<file path="src/rtl/line_clear_ctrl.sv">
// Row-clear sequencer: takes a locked board, runs clear passes with a flash
// interval before each commit, then hands back the compacted board and updates score.
module line_clear_ctrl #(
    parameter int BOARD_W      = 12,
    parameter int BOARD_H      = 20,
    parameter int FLASH_CYCLES = 8,
    parameter int MAX_LEVEL    = 15
) (
    input  logic                       clk,
    input  logic                       rst_n,
    input  logic                       restart,
    input  logic                       in_valid,
    output logic                       in_ready,
    input  logic [BOARD_W*BOARD_H-1:0] in_board,
    output logic [BOARD_W*BOARD_H-1:0] clr_cur_board,
    input  logic [2:0]                 clr_num,
    input  logic [BOARD_W*BOARD_H-1:0] clr_new_board,
    output logic                       out_valid,
    input  logic                       out_ready,
    output logic [BOARD_W*BOARD_H-1:0] out_board,
    output logic [2:0]                 out_lines,
    output logic                       flash_on,
    output logic [BOARD_H-1:0]         flash_rows,
    output logic [23:0]                score,
    output logic [15:0]                lines_total,
    output logic [3:0]                 level,
    output logic [2:0]                 o_dbg_state
);

    localparam int N  = BOARD_W * BOARD_H;
    localparam int CW = (FLASH_CYCLES > 1) ? $clog2(FLASH_CYCLES) : 1;
    localparam logic [CW-1:0] CNT_LAST = CW'((FLASH_CYCLES > 0) ? FLASH_CYCLES - 1 : 0);

    typedef enum logic [2:0] {
        S_IDLE   = 3'd0,
        S_EVAL   = 3'd1,
        S_FLASH  = 3'd2,
        S_COMMIT = 3'd3,
        S_DONE   = 3'd4
    } state_t;

    // Handshakes: a transfer happens on a rising clk edge where valid and ready
    // are both high; valid and its payload stay stable until that edge.
    state_t             r_state;
    logic [N-1:0]       r_work;
    logic [2:0]         r_piece;
    logic [CW-1:0]      r_cnt;
    logic               r_in_ready;
    logic               r_out_valid;
    logic               r_flash_on;
    logic [BOARD_H-1:0] r_flash_rows;
    logic [23:0]        r_score;
    logic [15:0]        r_lines_total;
    logic [3:0]         r_level;

    logic [BOARD_H-1:0] w_full;
    logic [3:0]         w_piece_sum;
    logic [2:0]         w_piece_sat;
    logic [10:0]        w_base;
    logic [4:0]         w_mult;
    logic [15:0]        w_gain;
    logic [24:0]        w_score_sum;
    logic [16:0]        w_lines_sum;
    logic [15:0]        w_lvl_div;
    logic [3:0]         w_lvl_next;
    logic               w_accept;

    always_comb begin
        w_full = '0;
        for (int r = 0; r < BOARD_H; r++) begin
            w_full[r] = &r_work[r*BOARD_W +: BOARD_W];
        end
    end

    always_comb begin
        w_base = 11'd0;
        case (r_piece)
            3'd0:    w_base = 11'd0;
            3'd1:    w_base = 11'd40;
            3'd2:    w_base = 11'd100;
            3'd3:    w_base = 11'd300;
            default: w_base = 11'd1200;
        endcase
    end

    assign w_piece_sum = {1'b0, r_piece} + {1'b0, clr_num};
    assign w_piece_sat = w_piece_sum[3] ? 3'd7 : w_piece_sum[2:0];
    // Score uses the level in effect before this piece's lines are added.
    assign w_mult      = {1'b0, r_level} + 5'd1;
    assign w_gain      = {5'd0, w_base} * {11'd0, w_mult};
    assign w_score_sum = {1'b0, r_score} + {9'd0, w_gain};
    assign w_lines_sum = {1'b0, r_lines_total} + {14'd0, r_piece};
    assign w_lvl_div   = r_lines_total / 16'd10;
    assign w_lvl_next  = (w_lvl_div > 16'(MAX_LEVEL)) ? 4'(MAX_LEVEL) : w_lvl_div[3:0];
    assign w_accept    = (r_state == S_DONE) && out_ready;

    always_ff @(posedge clk) begin
        if (!rst_n) begin
            r_state       <= S_IDLE;
            r_work        <= '0;
            r_piece       <= 3'd0;
            r_cnt         <= '0;
            r_in_ready    <= 1'b1;
            r_out_valid   <= 1'b0;
            r_flash_on    <= 1'b0;
            r_flash_rows  <= '0;
            r_score       <= 24'd0;
            r_lines_total <= 16'd0;
            r_level       <= 4'd0;
        end else begin
            case (r_state)
                S_IDLE: begin
                    if (in_valid) begin
                        r_work     <= in_board;
                        r_piece    <= 3'd0;
                        r_in_ready <= 1'b0;
                        r_state    <= S_EVAL;
                    end
                end
                S_EVAL: begin
                    if (clr_num == 3'd0) begin
                        r_out_valid <= 1'b1;
                        r_state     <= S_DONE;
                    end else if (FLASH_CYCLES > 0) begin
                        r_flash_rows <= w_full;
                        r_flash_on   <= 1'b1;
                        r_cnt        <= '0;
                        r_state      <= S_FLASH;
                    end else begin
                        r_state <= S_COMMIT;
                    end
                end
                S_FLASH: begin
                    if (r_cnt == CNT_LAST) begin
                        r_flash_on   <= 1'b0;
                        r_flash_rows <= '0;
                        r_state      <= S_COMMIT;
                    end else begin
                        r_cnt <= r_cnt + 1'b1;
                    end
                end
                S_COMMIT: begin
                    // Only one contiguous block goes per pass; EVAL loops for the rest.
                    r_work       <= clr_new_board;
                    r_piece      <= w_piece_sat;
                    r_flash_rows <= '0;
                    r_state      <= S_EVAL;
                end
                S_DONE: begin
                    if (out_ready) begin
                        r_out_valid <= 1'b0;
                        r_in_ready  <= 1'b1;
                        r_state     <= S_IDLE;
                    end
                end
                default: begin
                    r_state     <= S_IDLE;
                    r_in_ready  <= 1'b1;
                    r_out_valid <= 1'b0;
                    r_flash_on  <= 1'b0;
                end
            endcase

            if (restart) begin
                r_score       <= 24'd0;
                r_lines_total <= 16'd0;
                r_level       <= 4'd0;
            end else begin
                if (w_accept) begin
                    r_score       <= w_score_sum[24] ? 24'hFF_FFFF : w_score_sum[23:0];
                    r_lines_total <= w_lines_sum[16] ? 16'hFFFF : w_lines_sum[15:0];
                end
                r_level <= w_lvl_next;
            end
        end
    end

    assign in_ready      = r_in_ready;
    assign clr_cur_board = r_work;
    assign out_valid     = r_out_valid;
    assign out_board     = r_work;
    assign out_lines     = r_piece;
    assign flash_on      = r_flash_on;
    assign flash_rows    = r_flash_rows;
    assign score         = r_score;
    assign lines_total   = r_lines_total;
    assign level         = r_level;
    assign o_dbg_state   = r_state;

endmodule

</file>
<file path="config.mk">
export PLATFORM = sky130hd
export DESIGN_NAME = line_clear_ctrl
export DESIGN_NICKNAME = d
export VERILOG_FILES = /design/src/rtl/line_clear_ctrl.sv
export SDC_FILE = /design/constraint.sdc
export NUM_CORES = 1
export LEC_CHECK = 0
export ABC_CLOCK_PERIOD_IN_PS = 5740
export BUFFER_PORTS_ARGS = -buffer_cell sky130_fd_sc_hd__buf_2
export CORE_AREA = 5 5 403 405
export CTS_BUF_LIST = sky130_fd_sc_hd__clkbuf_4 sky130_fd_sc_hd__clkbuf_8 sky130_fd_sc_hd__clkbuf_16
export CTS_CLUSTER_DIAMETER = 80
export DETAILED_ROUTE_END_ITERATION = 7
export DIE_AREA = 0 0 408 410
export PLACE_DENSITY_LB_ADDON = 0.05
export SYNTH_ARGS = -nofsm -noshare
export SYNTH_HDL_FRONTEND = slang
export SYNTH_SLANG_ARGS = --single-unit
export TNS_END_PERCENT = 20
</file>
<file path="constraint.sdc">
create_clock -name clk -period 5.74 [get_ports clk]
set_input_delay 1.435 -clock clk [delete_from_list [all_inputs] [get_ports clk]]
set_output_delay 1.435 -clock clk [all_outputs]
set_load 0.1 [all_outputs]
</file>
# Yosys cells after proc, flatten, opt, wreduce, memory -nomap -nowiden
# Cells that the tools add are included.
[totals]
ff_bits = 316
inputBits = 488
out_inout_bits = 553
elab_cells = 104
[classes]
n_addsub = 5
mul = 1
div = 1
order_cmp = 1
n_eq_ne = 14
mux = 29
bitwise = 4
n_reduce_logical = 38
[ops]
columns = ["cell", "count"]
rows = [
  ["240-bit case mux with 2 select lines", 1],
  ["240-bit 2-to-1 mux", 1],
  ["12-bit AND reduction", 20],
  ["20-bit case mux with 3 select lines", 1],
  ["11-bit case mux with 4 select lines", 1],
  ["20-bit 2-to-1 mux", 2],
  ["24-bit by 16-bit adder with 25-bit output", 1],
  ["24-bit 2-to-1 mux", 1],
  ["3-bit 2-to-1 mux", 8],
  ["3-bit AND reduction", 6],
  ["16-bit by 3-bit adder with 17-bit output", 1],
  ["16-bit by 4-bit divider with 16-bit output, second input constant", 1],
  ["16-bit by 4-bit > comparator with 1-bit output, second input constant", 1],
  ["11-bit by 5-bit multiplier with 16-bit output", 1],
  ["16-bit 2-to-1 mux", 1],
  ["3-bit case mux with 5 select lines", 1],
  ["3-bit by 2-bit == test with 1-bit output, second input constant", 4],
  ["2-bit inequality test, second input constant", 6],
  ["3-bit case mux with 2 select lines", 2],
  ["3-bit logical NOT", 3],
  ["1-bit case mux with 3 select lines", 3],
  ["3-bit OR reduction", 3],
  ["3-bit by 1-bit == test with 1-bit output, second input constant", 2],
  ["3-bit == test, second input constant", 2],
  ["11 further kinds", 20],
]

# Depth between registers and ports, before layout
# Gate-level depths: netlist of run 1.
[depth]
word_depth = 5
depth_mapped = 24

# Least setup slack after synthesis of run 1
# No wires, ideal clock.
[synth_timing]
path_kind = "reg-to-reg"
start = "reg r_level[0] (netlist: level[0])"
end = "reg r_score[12] (netlist: score[12])"
t_arrival_ns = 5.934
t_required_ns = 5.597
setup_slack_ns = -0.336
stages_incl_launch_ff = 24
n_path_buf = 1
cell_sequence = "dfxtp_1 ha_1 xor2_1 nand2_1 fa_1 fa_1 fa_1 inv_1 ha_1 a21o_1 a21oi_1 o21bai_1 a21oi_1 o21bai_1 a21oi_1 o21bai_1 a21oi_1 o21bai_1 a21o_1 a21oi_1 nor3_1 nor2_1 clkbuf_1 a221oi_1"
[synth_via]
elab_chain_cells = 4
[synth_lines]
columns = ["element", "line_no", "rtl"]
rows = [
  ["start: declaration", "54", "logic [3:0] r_level;"],
  ["start signal: assignment", "173", "r_level <= w_lvl_next;"],
  ["4-bit by 1-bit adder with 5-bit output", "89", "assign w_mult = {1'b0, r_level} + 5'd1;"],
  ["11-bit by 5-bit multiplier with 16-bit output", "90", "assign w_gain = {5'd0, w_base} * {11'd0, w_mult};"],
  ["24-bit by 16-bit adder with 25-bit output", "91", "assign w_score_sum = {1'b0, r_score} + {9'd0, w_gain};"],
  ["24-bit 2-to-1 mux", "170", "r_score <= w_score_sum[24] ? 24'hFF_FFFF : w_score_sum[23:0];"],
  ["end signal: assignment", "170", ""],
  ["end: declaration", "52", "logic [23:0] r_score;"],
]
# No other way between the ends.
# A chain may end at the register's enable or synchronous reset.

# Worst setup path after layout of run 1
[layout_timing]
start = "reg r_level[1] (netlist: level[1])"
end = "reg r_score[4] (netlist: score[4])"
# The elaborated chain is that of the path after synthesis.

==> flow_metrics.tcl, run 1 <==
set metrics [dict create \
    synth.top_cells.by_count "nand2_1 (565), dfxtp_1 (315), nand3_1 (260), buf_4 (248), o211a_1 (242)" \
    syn_area_per_cell_um2 7.96 \
    cts_setup_buffers 0 \
    antenna_found_initial 70 \
    hold_violations 0 \
    period_minus_slack_ps 5380 \
    fin_util 0.174 \
    synthMuxAreaShare 0.00375 \
    cap_violations 0 \
    yosysMostFrequentCell "nand2_1" \
    maxSlewViolCount 0 \
    grt_pass1_wl_mm 187 \
    cpLargestDelayFamily "compound AO/OA/AOI/OAI gates" \
    firstDrtPassIters 5 \
    clock.fmax_ghz 0.186 \
    final_nets 3762 \
    fin_ws_ps 355 \
    cts_buffer_depth 3 \
    start_util 0.125 \
    synth_area_leader_cell "dfxtp_1" \
    chipWidth_um 408 \
    p_leak_uw 0.0148 \
    worst_ep_required_time_ps 6270 \
    ant_nets 0 \
    port_buffers 1040 \
    setup_violations 0 \
    status "finished, final reports clean" \
    crit_chain "ha_1 > and2_1 > fa_1 > ha_1 > inv_1 > fa_1 > inv_1 > fa_1 > a21o_1 > a21oi_1 > o21bai_1 > a21oi_1 > o21bai_1 > a21oi_2 > o21bai_2 > a21oi_2 > o21bai_1 > a21o_1 > a21oi_2 > nor3_2 > nand2b_1 > o221a_2" \
    grt_max_degree 124 \
    synth.top_cell.area_share 0.320 \
    synthCells 2472 \
    fill_cells 18100 \
    ys_ff_latch 315 \
    finClkSkew_ps 27.6 \
    yosys-top-cells-area "dfxtp_1 (32%), o211a_1 (12%), nand2_1 (11%), buf_4 (9.5%), nand3_1 (6.6%)" \
    tightest_slew_ps 1110 \
    cpMaxStageDelayCell "fa_1" \
    numCtsBuffers 55 \
    vias 21100 \
    drtIter0Drc 1038 \
    fin_tns_setup_ps 0 \
    synth-compound-area-share 0.207 \
    ys.flop_type "dfxtp_1" \
    synth_edf_count 0 \
    cp_max_fo 5 \
    rows 146 \
    async_reset_ff_frac 0 \
    synth.net_count 3027 \
    rsz0062_at_grt "no" \
    ir_drop_uv 178 \
    critPathArrivalTime_ps 5910 \
    slowest_delay_ps 530 \
    yosysUniqueCellTypes 90 \
    die-height_um 410 \
    gp_congestion 0.789 \
    synth_top_family_by_area "simple AND/OR/NAND/NOR gates" \
    die_area_um2 167000 \
    ff_latch_area_um2 6310 \
    synthToLayoutAreaGrowth_pct 39.9 \
    wl_per_cell_um 25.9 \
    root_buffer "clkbuf_16" \
    synthAdderAreaFrac 0.0540 \
    cts_tree "built" \
    hold_path_class "register to register" \
    core_area_um2 158000 \
    synth.yosys.warnings 0 \
    worstSetupPathType "register to register" \
    multiInputGateArea_um2 10700 \
    syn-cell-area_um2 19700 \
    cts.clk_slew.worst_paths_ps 60 \
    yosys.area_share.simple 0.256 \
    routed_wl_mm 138 \
    fin_crit_sh 0.938 \
    globalRouteTotalUtil 0.157 \
    end_kind "register" \
    worst-path-buf-inv 2 \
    slew_headroom 0.258 \
    ys_seq_area_frac 0.320 \
    dp_worst_setup_slack_ps 67.9 \
    grt_pass1_vias 22200 \
    via_per_inst 3.95 \
    drc 0 \
    cts_sinks 315 \
    synthXorXnorAreaFrac 0.0168 \
    layout-drive-gt1-share 0.390 \
    num_io_pins 1041 \
    powerDensity_nw_per_um2 369 \
    critPathLaunchType "register" \
    clock_latency_ps 640 \
    hpwlAfterDp_mm 110 \
    htree_levels 2 \
    grt_overflow_total 0 \
]
## repair_timing
action	4_1_cts	5_1_grt
resized for setup	0	12
setup endpoints to repair	0	23
hold buffers	0	0
## worst paths after layout
path	startpoint	end	slack [ps]	cells after the start
max	level[1]	score[4]	360	22
min	flash_rows[8]	flash_rows[8]	460	2
max reg2reg	level[1]	score[4]	360	22
min reg2reg	flash_rows[8]	flash_rows[8]	460	2
## tightest hold or removal path: stages, from the launching register on
cell	delay [ps]
dfxtp_1	300
nand2_1	50
a21boi_0	60
## layout make-up
| class | instances | share of cell area |
|---|---|---|
| clock buffers | 82 | 0.0594 |
| repair buffers | 1105 | 0.212 |
| clock inverters | 17 | 0.00696 |
| inverters | 58 | 0.00791 |
| multi-input cells | 1672 | 0.388 |
| flip-flops and latches | 315 | 0.229 |
| diodes | 20 | 0.00182 |
| well taps | 2072 | 0.0942 |
## routing by layer
metal	vias to the layer above	track usage	part of all wire
met3	188	0.0512	0.073
met5	-	0	0.0015
li1	9998	-	-
met1	10300	0.183	0.40
met4	30	0.0394	0.022
met2	651	0.277	0.50
## sequential cells by signal, summed over array words and instances (netlist names)
register,cells
score,23
o_dbg_state,3
level,4
in_ready,1
out_valid,1
lines_total,16
r_cnt,3
flash_on,1
flash_rows,20
clr_cur_board,240
out_lines,3
## stage by stage
stage | instance area [µm²] | power [µW] | hold slack (ps) | instances
after floorplan | 19700 | 6020 | 513 | 2472
after global placement | 25600 | 6880 | 459 | 5222
after detailed placement | 25600 | 6850 | 456 | 5222
after CTS | 27400 | 10400 | 463 | 5321
after global routing | 27500 | 10600 | 483 | 5332
final | 27500 | 10200 | 460 | 5341
## placed cells by master (no fill, tap or decap), types with 10 or more instances in the layout
| cell | count |
|---|---|
| and2_1 | 10 |
| a21boi_0 | 21 |
| nand2_1 | 564 |
| nand4_1 | 69 |
| diode_2 | 20 |
| dfxtp_1 | 310 |
| nand2b_1 | 10 |
| inv_1 | 56 |
| and3_1 | 11 |
| nor2_1 | 55 |
| nor2b_1 | 20 |
| clkbuf_16 | 55 |
| nand3_1 | 260 |
| o21ai_0 | 21 |
| or3_1 | 15 |
| nor3_1 | 18 |
| ha_1 | 37 |
| buf_4 | 54 |
| clkbuf_4 | 18 |
| nor4_1 | 22 |
| fa_1 | 30 |
| buf_12 | 11 |
| o211a_1 | 242 |
| xnor2_1 | 27 |
| a211oi_1 | 10 |
| buf_2 | 1039 |
| a21oi_1 | 53 |
## report_power, final
part / internal (µW) / leakage (µW) / switching, µW / total [µW]
Sequential: 2380 / 0.00260 / 351 / 2730
Clock: 2090 / 0.000906 / 1310 / 3410
Combinational: 596 / 0.0113 / 3420 / 4010
## logic make-up after synthesis
group / Yosys count
flops: 315
simple gates: 1093
xor+xnor: 36
compound gates: 469
fa+ha+maj: 67
buf+inv: 485
mux: 7
Note: power is estimated with default switching activity, not from simulation.
==> inputs of run 2 (changes only) <==
--- a/config.mk
+++ b/config.mk
@@ -13,6 +13,7 @@
 export DETAILED_ROUTE_END_ITERATION = 7
 export DIE_AREA = 0 0 408 410
 export PLACE_DENSITY_LB_ADDON = 0.05
+export REMOVE_ABC_BUFFERS = 1
 export SYNTH_ARGS = -nofsm -noshare
 export SYNTH_HDL_FRONTEND = slang
 export SYNTH_SLANG_ARGS = --single-unit
==> run 2 against run 1 <==
Worst setup slack got worse by 6.4 ps. Via count increased by 1.2%. Utilization about the same. Global-route usage increased by 1.4 points. Total power increased by 0.83%. Wire length increased by 8.5%. Register-to-register slack about the same.
==> flow_metrics.tcl, run 2 (synthesized netlist as in run 1, its figures left out) <==
set metrics [dict create \
    clock.fmax_ghz 0.185 \
    crit_chain "ha_1 > xor2_1 > buf_4 > nor2b_1 > nor2b_1 > fa_1 > fa_1 > fa_1 > ha_1 > inv_1 > o21bai_1 > a21oi_2 > o21bai_1 > a21oi_1 > o21bai_1 > a21oi_2 > o21bai_1 > a21o_1 > a21oi_2 > buf_4 > nor4_2 > nor3_1 > a211oi_1" \
    synthToLayoutAreaGrowth_pct 39.7 \
    slowest_delay_ps 520 \
    grt_max_degree 139 \
    cap_violations 0 \
    tightest_slew_ps 1030 \
    dp_worst_setup_slack_ps 76.7 \
    die-height_um 410 \
    cts_buffer_depth 3 \
    use_met2 0.307 \
    htree_levels 2 \
    num_io_pins 1041 \
    reg2reg_to "score[19]" \
    die_area_um2 167000 \
    drtIter0Drc 929 \
    antenna_found_initial 99 \
    r2r-start "level[1]" \
    final_common_cell "buf_2" \
    chipWidth_um 408 \
    cts_sinks 315 \
    routed_wl_mm 150 \
    cts.clk_slew.worst_paths_ps 60 \
    busiest_layer "met2" \
    hold_path_class "register to register" \
    via_per_inst 4.00 \
    finClkSkew_ps 38.6 \
    ant_nets 0 \
    final_nets 3761 \
    worstSetupPathType "register to register" \
    globalRouteMet3Util 0.0661 \
    port_buffers 1040 \
    worst_ep_required_time_ps 6290 \
    cpMaxStageDelayCell "fa_1" \
    place_area_um2 25600 \
    status "finished, final reports clean" \
    maxSlewViolCount 0 \
    numCtsBuffers 53 \
    globalRouteTotalUtil 0.171 \
    drc 0 \
    total_power_uw 10200 \
    clock_latency_ps 660 \
    layout-drive-gt1-share 0.388 \
    mostFrequentLayoutCells "buf_2 (1039), nand2_1 (564), dfxtp_1 (315)" \
    fin_ws_ps 349 \
    worst-path-buf-inv 3 \
    powerDensity_nw_per_um2 373 \
    holdCritStartpoint "flash_rows[16]" \
    critPathArrivalTime_ps 5940 \
    critPathLaunchType "register" \
    core_area_um2 158000 \
    cp_max_fo 3 \
    vias 21400 \
    fin_tns_setup_ps 0 \
    critical_path_cell_count 23 \
    fin_crit_sh 0.939 \
    cpLargestDelayFamily "adder cells" \
    fin_area_um2 27500 \
    rsz0062_at_grt "no" \
    grt_pass1_vias 22300 \
    p_leak_uw 0.0148 \
    root_buffer "clkbuf_16" \
    cts_setup_buffers 0 \
    hold_violations 0 \
    slew_headroom 0.315 \
    crit_top_cell "o21bai_1" \
    hpwlAfterDp_mm 120 \
    rows 146 \
    r2r_cells 23 \
    period_minus_slack_ps 5390 \
    end_kind "register" \
    grt_use_met1 0.193 \
    start_util 0.125 \
    gp_congestion 0.803 \
    hold_depth 2 \
    firstDrtPassIters 7 \
    holdPathEnd "flash_rows[16]" \
    rrSetupSlack_ps 350 \
    setup_violations 0 \
    grt_pass1_wl_mm 201 \
    wl_per_cell_um 28.1 \
    largest_reg_flops 240 \
    grt_overflow_total 0 \
    cts_tree "built" \
    ir_drop_uv 199 \
]
## run 2: final cells by class
cell class	instances	area (µm²)
flip-flops and latches	315	6310
well taps	2072	2590
clock inverters	19	239
repair buffers	1106	5840
multi-input cells	1672	10700
fillers	18200	131000
inverters	58	218
clock buffers	78	1580
diodes	16	40.0
## run 2: power by group
part	total, µW	internal, µW	switching (µW)
Combinational	4070	590	3480
Clock	3380	2040	1340
Sequential	2790	2380	404
## run 2: worst max path at each step
stage	startpoint	end
after floorplan	in_valid	clr_cur_board[0]
after global placement	level[0]	score[5]
after detailed placement	level[2]	score[4]
after CTS	level[1]	score[4]
after global routing	level[1]	score[21]
final	level[1]	score[19]
## run 2: tightest hold or removal path: stages, from the launching register on
cell,delay [ps]
dfxtp_1,300
nand2_1,50
a21boi_0,60
## run 2: metrics by stage
step,std cells,hold slack (ps),util
2_1_floorplan,2045,513,-
3_3_place_gp,5223,458,0.162
3_5_place_dp,5223,459,0.162
4_1_cts,5320,469,0.173
5_1_grt,5323,491,0.174
6_report,5336,465,0.174
## run 2: routing by layer
metal	up-vias	routed length [µm]
met3	233	12700
li1	9961	-
met5	-	362
met4	52	3260
met2	725	74600
met1	10400	59000
## run 2: timing repair
| item | 4_1_cts | 5_1_grt |
|---|---|---|
| setup endpoints to repair | 0 | 22 |
| resized for setup | 0 | 14 |
| hold buffers | 0 | 0 |
| endpoints found under the hold margin | 0 | 0 |
